File: config.mk
export PLATFORM = sky130hd
export DESIGN_NAME = mc_controller
export DESIGN_NICKNAME = d
export VERILOG_FILES = /design/src/rtl/mc_ctrl_pkg.sv /design/src/rtl/mc_decoder.sv /design/src/rtl/mc_controller.sv
export SDC_FILE = /design/constraint.sdc
export NUM_CORES = 1
export LEC_CHECK = 0
export ABC_AREA = 1
export ABC_CLOCK_PERIOD_IN_PS = 3900
export CORE_UTILIZATION = 38
export DETAILED_ROUTE_END_ITERATION = 8
export GPL_TIMING_DRIVEN = 0
export PLACE_DENSITY = 0.91
export SLEW_MARGIN = 20
export SYNTH_ARGS = -nofsm -noshare
export SYNTH_HDL_FRONTEND = slang
export SYNTH_SLANG_ARGS = --single-unit
File: constraint.sdc
create_clock -name clk -period 3.9 [get_ports clk]
set_clock_uncertainty 0.2 [all_clocks]
set_input_delay 0.78 -clock clk [delete_from_list [all_inputs] [get_ports clk]]
set_output_delay 0.78 -clock clk [all_outputs]
set_load 0.01 [all_outputs]
File: src/rtl/mc_ctrl_pkg.sv
// Shared types and encodings for the multicycle ARM control unit.
// Optional feature macro used by importers: MC_CTRL_ILLEGAL_TRAP_EN.
package mc_ctrl_pkg;

    typedef enum logic [3:0] {
        FETCH,
        DECODE,
        MEMADR,
        MEMRD,
        MEMWB,
        MEMWR,
        EXECUTER,
        EXECUTEI,
        ALUWB,
        BRANCH,
        UNKNOWN,
        ILLEGAL
    } state_t;

    localparam logic [3:0] ALU_ADD = 4'b0000;
    localparam logic [3:0] ALU_SUB = 4'b0001;
    localparam logic [3:0] ALU_AND = 4'b0010;
    localparam logic [3:0] ALU_ORR = 4'b0011;
    localparam logic [3:0] ALU_EOR = 4'b0100;
    localparam logic [3:0] ALU_MOV = 4'b0101;

    localparam logic [3:0] CMD_AND = 4'b0000;
    localparam logic [3:0] CMD_EOR = 4'b0001;
    localparam logic [3:0] CMD_SUB = 4'b0010;
    localparam logic [3:0] CMD_ADD = 4'b0100;
    localparam logic [3:0] CMD_CMP = 4'b1010;
    localparam logic [3:0] CMD_ORR = 4'b1100;
    localparam logic [3:0] CMD_MOV = 4'b1101;

    localparam logic [1:0] RES_ALUOUT    = 2'b00;
    localparam logic [1:0] RES_READDATA  = 2'b01;
    localparam logic [1:0] RES_ALURESULT = 2'b10;

    localparam logic [1:0] SRCB_REG  = 2'b00;
    localparam logic [1:0] SRCB_IMM  = 2'b01;
    localparam logic [1:0] SRCB_FOUR = 2'b10;

    localparam logic [1:0] OP_DP  = 2'b00;
    localparam logic [1:0] OP_MEM = 2'b01;
    localparam logic [1:0] OP_BR  = 2'b10;

endpackage

File: src/rtl/mc_decoder.sv
// Combinational data-processing decode: ALU operation, flag-write mask,
// NoWrite (compare) and an illegal-encoding flag from Op/Funct.
module mc_decoder
    import mc_ctrl_pkg::*;
(
    input  logic [1:0] op,
    input  logic [4:0] funct_lo,
    output logic [3:0] alu_control,
    output logic [1:0] flag_w,
    output logic       no_write,
    output logic       illegal
);

    logic [3:0] cmd;
    logic       s_bit;
    logic       arith;

    assign cmd   = funct_lo[4:1];
    assign s_bit = funct_lo[0];

    always_comb begin
        alu_control = ALU_ADD;
        flag_w      = '0;
        no_write    = 1'b0;
        illegal     = 1'b0;
        arith       = 1'b0;
        if (op == OP_DP) begin
            case (cmd)
                CMD_ADD: begin alu_control = ALU_ADD; arith = 1'b1; end
                CMD_SUB: begin alu_control = ALU_SUB; arith = 1'b1; end
                CMD_AND: alu_control = ALU_AND;
                CMD_ORR: alu_control = ALU_ORR;
                CMD_EOR: alu_control = ALU_EOR;
                CMD_MOV: alu_control = ALU_MOV;
                CMD_CMP: begin alu_control = ALU_SUB; no_write = 1'b1; end
                default: illegal = 1'b1;
            endcase
            // CMP always updates all four flags, independent of S
            if (cmd == CMD_CMP) begin
                flag_w = 2'b11;
            end else begin
                flag_w = {s_bit, s_bit & arith};
            end
        end else if (op == 2'b11) begin
            illegal = 1'b1;
        end
    end

endmodule

File: src/rtl/mc_controller.sv
// Multicycle ARM main controller: Moore FSM plus condition-gated write enables.
// Optional macro MC_CTRL_ILLEGAL_TRAP_EN traps unknown encodings in a sticky ILLEGAL state.
module mc_controller
    import mc_ctrl_pkg::*;
#(
    parameter state_t RESET_STATE = FETCH
) (
    input  logic       clk,
    input  logic       reset,
    input  logic [1:0] Op,
    input  logic [5:0] Funct,
    input  logic [3:0] Rd,
    input  logic       CondEx,
    output logic       PCWrite,
    output logic       AdrSrc,
    output logic       MemWrite,
    output logic       IRWrite,
    output logic [1:0] ResultSrc,
    output logic       ALUSrcA,
    output logic [1:0] ALUSrcB,
    output logic [3:0] ALUControl,
    output logic [1:0] ImmSrc,
    output logic [1:0] RegSrc,
    output logic       RegWrite,
    output logic [1:0] FlagWrite,
    output logic       IllegalInstr
);

    state_t     state_q, state_d;
    logic       cond_q, cond_d;

    logic       next_pc;
    logic       ir_w;
    logic       reg_w;
    logic       mem_w;
    logic       branch;
    logic [1:0] flag_w;
    logic       pcs;

    logic [3:0] dec_alu;
    logic [1:0] dec_flag_w;
    logic       dec_no_write;
    logic       dec_illegal;

    mc_decoder u_decoder (
        .op          (Op),
        .funct_lo    (Funct[4:0]),
        .alu_control (dec_alu),
        .flag_w      (dec_flag_w),
        .no_write    (dec_no_write),
        .illegal     (dec_illegal)
    );

    always_ff @(posedge clk or posedge reset) begin
        if (reset) begin
            state_q <= RESET_STATE;
            cond_q  <= 1'b0;
        end else begin
            state_q <= state_d;
            cond_q  <= cond_d;
        end
    end

    assign cond_d = (state_q == DECODE) ? CondEx : cond_q;

    always_comb begin
        state_d    = state_q;
        next_pc    = 1'b0;
        ir_w       = 1'b0;
        reg_w      = 1'b0;
        mem_w      = 1'b0;
        branch     = 1'b0;
        flag_w     = '0;
        AdrSrc     = 1'b0;
        ResultSrc  = RES_ALURESULT;
        ALUSrcA    = 1'b1;
        ALUSrcB    = SRCB_FOUR;
        ALUControl = ALU_ADD;
        case (state_q)
            FETCH: begin
                ir_w    = 1'b1;
                next_pc = 1'b1;
                state_d = DECODE;
            end
            DECODE: begin
                case (Op)
                    OP_MEM:  state_d = MEMADR;
                    OP_DP: begin
                        if (dec_illegal) begin
                            state_d = UNKNOWN;
                        end else if (Funct[5]) begin
                            state_d = EXECUTEI;
                        end else begin
                            state_d = EXECUTER;
                        end
                    end
                    OP_BR:   state_d = BRANCH;
                    default: state_d = UNKNOWN;
                endcase
            end
            MEMADR: begin
                ALUSrcA = 1'b0;
                ALUSrcB = SRCB_IMM;
                state_d = Funct[0] ? MEMRD : MEMWR;
            end
            MEMRD: begin
                AdrSrc  = 1'b1;
                state_d = MEMWB;
            end
            MEMWB: begin
                ResultSrc = RES_READDATA;
                reg_w     = 1'b1;
                state_d   = FETCH;
            end
            MEMWR: begin
                AdrSrc  = 1'b1;
                mem_w   = 1'b1;
                state_d = FETCH;
            end
            EXECUTER: begin
                ALUSrcA    = 1'b0;
                ALUSrcB    = SRCB_REG;
                ALUControl = dec_alu;
                state_d    = ALUWB;
            end
            EXECUTEI: begin
                ALUSrcA    = 1'b0;
                ALUSrcB    = SRCB_IMM;
                ALUControl = dec_alu;
                state_d    = ALUWB;
            end
            ALUWB: begin
                ResultSrc = RES_ALUOUT;
                reg_w     = ~dec_no_write;
                flag_w    = dec_flag_w;
                state_d   = FETCH;
            end
            BRANCH: begin
                ALUSrcA = 1'b0;
                ALUSrcB = SRCB_IMM;
                branch  = 1'b1;
                state_d = FETCH;
            end
`ifdef MC_CTRL_ILLEGAL_TRAP_EN
            UNKNOWN: state_d = ILLEGAL;
            ILLEGAL: state_d = ILLEGAL;
`else
            UNKNOWN: state_d = FETCH;
            ILLEGAL: state_d = FETCH;
`endif
            default: state_d = FETCH;
        endcase
    end

    // Architectural writes use the pass bit captured at DECODE; fetch-side
    // enables are unconditional. Reset masks every enable combinationally.
    assign pcs       = branch | (reg_w & (Rd == 4'd15));
    assign PCWrite   = ~reset & (next_pc | (pcs & cond_q));
    assign IRWrite   = ~reset & ir_w;
    assign RegWrite  = ~reset & reg_w & cond_q;
    assign MemWrite  = ~reset & mem_w & cond_q;
    assign FlagWrite = {2{~reset}} & flag_w & {2{cond_q}};

    assign ImmSrc = Op;
    assign RegSrc = {Op == OP_MEM, Op == OP_BR};

`ifdef MC_CTRL_ILLEGAL_TRAP_EN
    logic illegal_q, illegal_d;

    assign illegal_d = illegal_q | (state_q == UNKNOWN);

    always_ff @(posedge clk or posedge reset) begin
        if (reset) begin
            illegal_q <= 1'b0;
        end else begin
            illegal_q <= illegal_d;
        end
    end

    assign IllegalInstr = illegal_q;
`else
    assign IllegalInstr = 1'b0;
`endif

endmodule

Word level (Yosys, flattened, before mapping)
Cells that the tools add are included.
{ "op_classes": {"n_addsub": 0, "multipliers": 0, "n_div": 0, "magnitude_cmp": 0, "n_eq_ne": 19, "n_shift": 0, "mux": 26, "bitwise": 15, "n_reduce_logical": 10} }
{ "ops": {"columns": ["operator", "count"], "rows": [
  ["== test 4 bit (second input constant)", 6],
  ["== test 4 x 3 -> 1 bit (second input constant)", 5],
  ["case mux 4 bit (5 select lines)", 1],
  ["case mux 3 bit (5 select lines)", 1],
  ["two-way mux 1 bit", 13],
  ["== test 4 x 2 -> 1 bit (second input constant)", 3],
  ["two-way mux 4 bit", 3],
  ["case mux 4 bit (3 select lines)", 1],
  ["AND 1 bit", 9],
  ["== test 4 x 1 -> 1 bit (second input constant)", 2],
  ["logical NOT 4 bit", 2],
  ["case mux 2 bit (2 select lines)", 2],
  ["OR reduction 2 bit", 4],
  ["OR reduction 7 bit", 1],
  ["two-way mux 2 bit", 3],
  ["AND 2 bit", 2],
  ["== test 2 bit (second input constant)", 2],
  ["OR reduction 4 bit", 1],
  ["two-way mux 3 bit", 1],
  ["OR reduction 3 bit", 1],
  ["== test 2 x 1 -> 1 bit (second input constant)", 1],
  ["logical NOT 2 bit", 1],
  ["NOT 1 bit", 2],
  ["bitwise OR 1 bit", 2],
  ["case mux 1 bit (2 select lines)", 1]
]} }
{ "word_totals": {"register_bits": 5, "latch_bits": 0, "mem_bits_rw": 0, "romBits": 0, "inputBits": 15, "mem_count": 0} }

Longest topological paths before layout
{ "logic_depth": {"ltp_word": 10, "mapped_depth": 8, "depth_no_buf": 8} }

Cells and area by module
From an unflattened synthesis, not the netlist that was laid out.
{ "hier_totals": {"hier_cells": 117, "hier_area_um2": 639.4} }
{ "by_module_without_submodules": {"columns": ["module", "instances", "cells_each", "area_per_inst_um2", "seq_area_each_um2"], "rows": [
  ["mc_controller", 1, 84, 490.5, 125.1],
  ["mc_decoder", 1, 33, 148.9, 0.0]
]} }

Worst setup path after synthesis
Ideal clock, no wire load.
{ "synth_timing": {"path_kind": "input -> output", "start": "input Funct[1]", "end": "output FlagWrite[0]", "arrival_time_ps": 1529, "required_ps": 2920, "setup_slack_ps": 1391, "cell_stages": 5, "cell_sequence": "inv_1 > nand2_1 > nor2_1 > nor2_1 > nor4_1"} }
{ "synth_via": {"elab_chain_cells": 10, "elab_cells_between_ends": 12, "classes_between": "3 x eq/ne; 5 x mux; 3 x bitwise; 1 x reduce/logical"} }
{ "synth_rtl": {"columns": ["element", "line_no", "source"], "rows": [
  ["start, declared", "mc_controller.sv:11", "input logic [5:0] Funct,"],
  ["== test 4 x 3 -> 1 bit / == test 4 x 2 -> 1 bit (equally long branches)", "mc_decoder.sv:28", "case (cmd)"],
  ["OR reduction 2 bit (no source line)", null, null],
  ["two-way mux 1 bit", "mc_decoder.sv:28", null],
  ["two-way mux 1 bit", "mc_decoder.sv:27", "if (op == OP_DP) begin"],
  ["AND 1 bit", "mc_decoder.sv:42", "flag_w = {s_bit, s_bit & arith};"],
  ["two-way mux 2 bit *", "mc_decoder.sv:39", "if (cmd == CMD_CMP) begin"],
  ["two-way mux 2 bit *", "mc_decoder.sv:27", null],
  ["two-way mux 2 bit *", "mc_controller.sv:79", "case (state_q)"],
  ["AND 2 bit * (2 in a row)", "mc_controller.sv:162", "assign FlagWrite = {2{~reset}} & flag_w & {2{cond_q}};"],
  ["end, declared", "mc_controller.sv:25", "output logic [1:0] FlagWrite,"]
]} }
Mark *: on every way between the ends. The rest lies on a longest branch, timed or not. The select of a mux whose other input is x is not followed.

Worst setup path after layout
{ "layout_timing": {"start": "input Op[1]", "end": "output ALUControl[2]"} }
{ "layout_via": {"elab_chain_cells": 3} }
{ "layout_rtl": {"columns": ["element", "line_no", "source"], "rows": [
  ["start, declared", "mc_controller.sv:10", "input logic [1:0] Op,"],
  ["logical NOT 2 bit", "mc_decoder.sv:27", null],
  ["two-way mux 4 bit", "mc_decoder.sv:27", null],
  ["two-way mux 4 bit", "mc_controller.sv:79", null],
  ["end, declared", "mc_controller.sv:21", "output logic [3:0] ALUControl,"]
]} }
No other way between the ends.

==> impl_metrics.csv <==
group,metric,value,unit
outcome,status,"completed",
placement,place_ws,0.4152,ns
logic_synthesis,synth-async-reset-ratio,100.0,%
routing,viasPerCell,4.732,
worst_setup_path,critical_path_arrival,2.50,ns
global_route,grt_usage,21.42,%
cts,h-tree-depth,1,
logic_synthesis,yosys_warnings,0,
placement,numPortBuffers,33,
cts,cts.clk_slew.worst_paths,0.04,ns
logic_synthesis,syn-instance-count,104,
sta,slew_viol_final,0,
routing,drt_iter0_drc,27,
global_route,antenna_found_initial,0,
cts,cts-root-buf,"clkbuf_4",
floorplan,die_w,40.88,um
layout,drive_above_1_share,9.859,%
cts,tritoncts,"built",
cts,clk_latency,0.23,ns
power_and_ir_drop,comb_power_share,67.2,%
layout,antennaDiodeCount,0,
routing,wl_met1,639,um
routing,drcViolationCount,0,
cts,clkSinkCount,5,
logic_synthesis,synth_most_common_cell,"nand2_1",
power_and_ir_drop,p_switching,0.2209,mW
worst_setup_path,endpoint_kind,"output port",
logic_synthesis,ys_seq_area_share,21.79,%
sta,rsz0062_at_grt,"false",
logic_synthesis,synth_edf_count,0,
worst_setup_path,r2r_start,"state_q[3]",
layout,final_cells,157,
sta,finalSetupTns,0,ns
floorplan,initial_core_util,42.54,%
power_and_ir_drop,p_int,0.2735,mW
global_route,grt_pass1_wl,2380,um
cts,ctsLongestPathBuffers,2,
logic_synthesis,syn-cell-area,574.3,um2
power_and_ir_drop,seqPwrFrac,21.2,%
worst_setup_path,cp-endpoint,"ALUControl[2]",
sta,clock.fmax,287.7,MHz
worst_setup_path,reg2reg_depth,6,
routing,vias,743,
logic_synthesis,synth_commonest_cells,"nand2_1, inv_1, nor2_1",
floorplan,coreArea,1350,um2
power_and_ir_drop,p_clk_share,11.6,%
sta,finalSetupViolCount,0,
logic_synthesis,yosysTopAreaCellShare,21.79,%
routing,dr.pass1.iters,4,
sta,timing_hold_violations_final,0,
layout,area_delta_synth_final,66.01,%
logic_synthesis,syn-mean-instance-area,5.522,um2
worst_setup_path,cp.required,2.92,ns
routing,highest_layer,"met4",
sta,final.setup.worst_slack,0.4247,ns
routing,wl_met2,869,um
floorplan,row_count,13,
logic_synthesis,synth-main-ff-cell,"dfrtp_1",
sta,finalCritPeriodShare,89.11,%
routing,post_drt_wl_per_cell,10.29,um
floorplan,die_y,40.88,um
sta,fin_crit,3.475,ns
worst_setup_path,crit_start,"Op[1]",
logic_synthesis,synth_top_cell_by_area,"dfrtp_1",
min_path,hp-class,"flop to flop",
cts,cts_hold_buf,0,
global_route,grt_start_max_net_pins,8,
logic_synthesis,synth-seq-cells,5,
routing,ant_nets,0,
power_and_ir_drop,sw_frac_of_total,44.68,%
worst_setup_path,start_kind,"primary input",
cts,ctsResizeCount,0,
power_and_ir_drop,ir_drop,248.9,uV
power_and_ir_drop,power.leakage,0.4900,nW
worst_setup_path,regToRegSetupSlack,2.50,ns
layout,final_nets,158,
global_route,grt_pass1_vias,623,
floorplan,fp.dieArea,1671,um2
logic_synthesis,yosys.cell_types.count,20,
routing,route.met3.wl,87,um
floorplan,ios,36,
logic_synthesis,synth.area.top_cells,"dfrtp_1, nand2_1, inv_1",
placement,place_inst,153,
cts,cts_buffers,3,
cts,post_cts_buffers,0,
worst_setup_path,crit_fanout,5,
worst_setup_path,rr_endpoint,"state_q[2]",
run,max_cap_viol_count,0,
placement,dpl.hpwl,1400,um
worst_setup_path,criticalPathCategory,"primary input to output port",
global_route,grt_overflow_total,0,
placement,gp_congestion,0.9499,
routing,drt-total-wl,1616,um
power_and_ir_drop,power.density,518.6,nW/um2
[cells by family after synthesis]
kind of cell | Yosys count | share of synthesized area (%)
AO/OA/AOI/OAI | 8 | 9.586
buffers and inverters | 24 | 18.30
flip-flops | 5 | 21.79
other | 1 | 0.6530
AND/OR/NAND/NOR | 66 | 49.67
[layout by cell type (no fill, tap or decap), drive strengths merged]
cell,instances
clkdlybuf4s50,33
a31o,1
nand2,30
conb,2
or2,1
nor2,23
clkbuf,4
o22ai,2
nand3,7
inv,20
a21boi,1
nor3,3
buf,4
dfrtp,5
o211ai,1
a21oi,1
nor4,2
o21ai,1
a21o,1
[power by group through the flow]
stage          combinational, mW  sequential, mW  clock (mW)
6_report                   0.332           0.105      0.0573
5_1_grt                    0.374           0.107      0.0640
4_1_cts                    0.333           0.103      0.0588
3_5_place_dp               0.332           0.104           0
3_3_place_gp               0.321           0.101           0
2_1_floorplan              0.194          0.0971           0
[layer usage]
layer / GRT usage [%] / vias up
met2: 41.02 / 29
met4: 7.500 / 0
met1: 22.44 / 319
met5: 0 / -
met3: 4.348 / 2
li1: - / 393
[worst max-delay path: stages]
cell	delay [ns]
clkdlybuf4s50_1	0.48
nor2_2	0.24
inv_1	0.12
nor4_1	0.29
clkdlybuf4s50_1	0.59
[cell type report]
type                    count  area (um2)
fillers                   119       396.6
flip-flops and latches      5       125.1
repair buffers             33       330.3
clock buffers               4       26.28
inverters                  20       75.07
multi-input cells          76       347.8
plain buffers               4       30.03
well taps                  15       18.77
[through the flow]
step                utilization (%)  power (mW)  instance area, um2  hold WS (ns)
floorplan                         -      0.2908               578.1        0.2807
global placement              68.67      0.4220               927.1        0.2938
detailed placement            68.67      0.4352               927.1        0.3021
CTS                           70.62      0.4941               953.4        0.3117
global route                  70.62      0.5456               953.4        0.3703
finish                        70.62      0.4944               953.4        0.3097
[sequential cells by signal, indices dropped and copies added (netlist names)]
signal   count
state_q      4
cond_q       1
[how the worst min path moves through the flow]
stage / start / endpoint / slack (ns) / cells after the start
2_1_floorplan: cond_q / cond_q / 0.28 / 2
3_3_place_gp: cond_q / cond_q / 0.29 / 2
3_5_place_dp: cond_q / cond_q / 0.30 / 2
4_1_cts: cond_q / cond_q / 0.31 / 2
5_1_grt: cond_q / cond_q / 0.37 / 2
6_report: cond_q / cond_q / 0.31 / 2
Note: power is estimated with default switching activity, not from simulation.
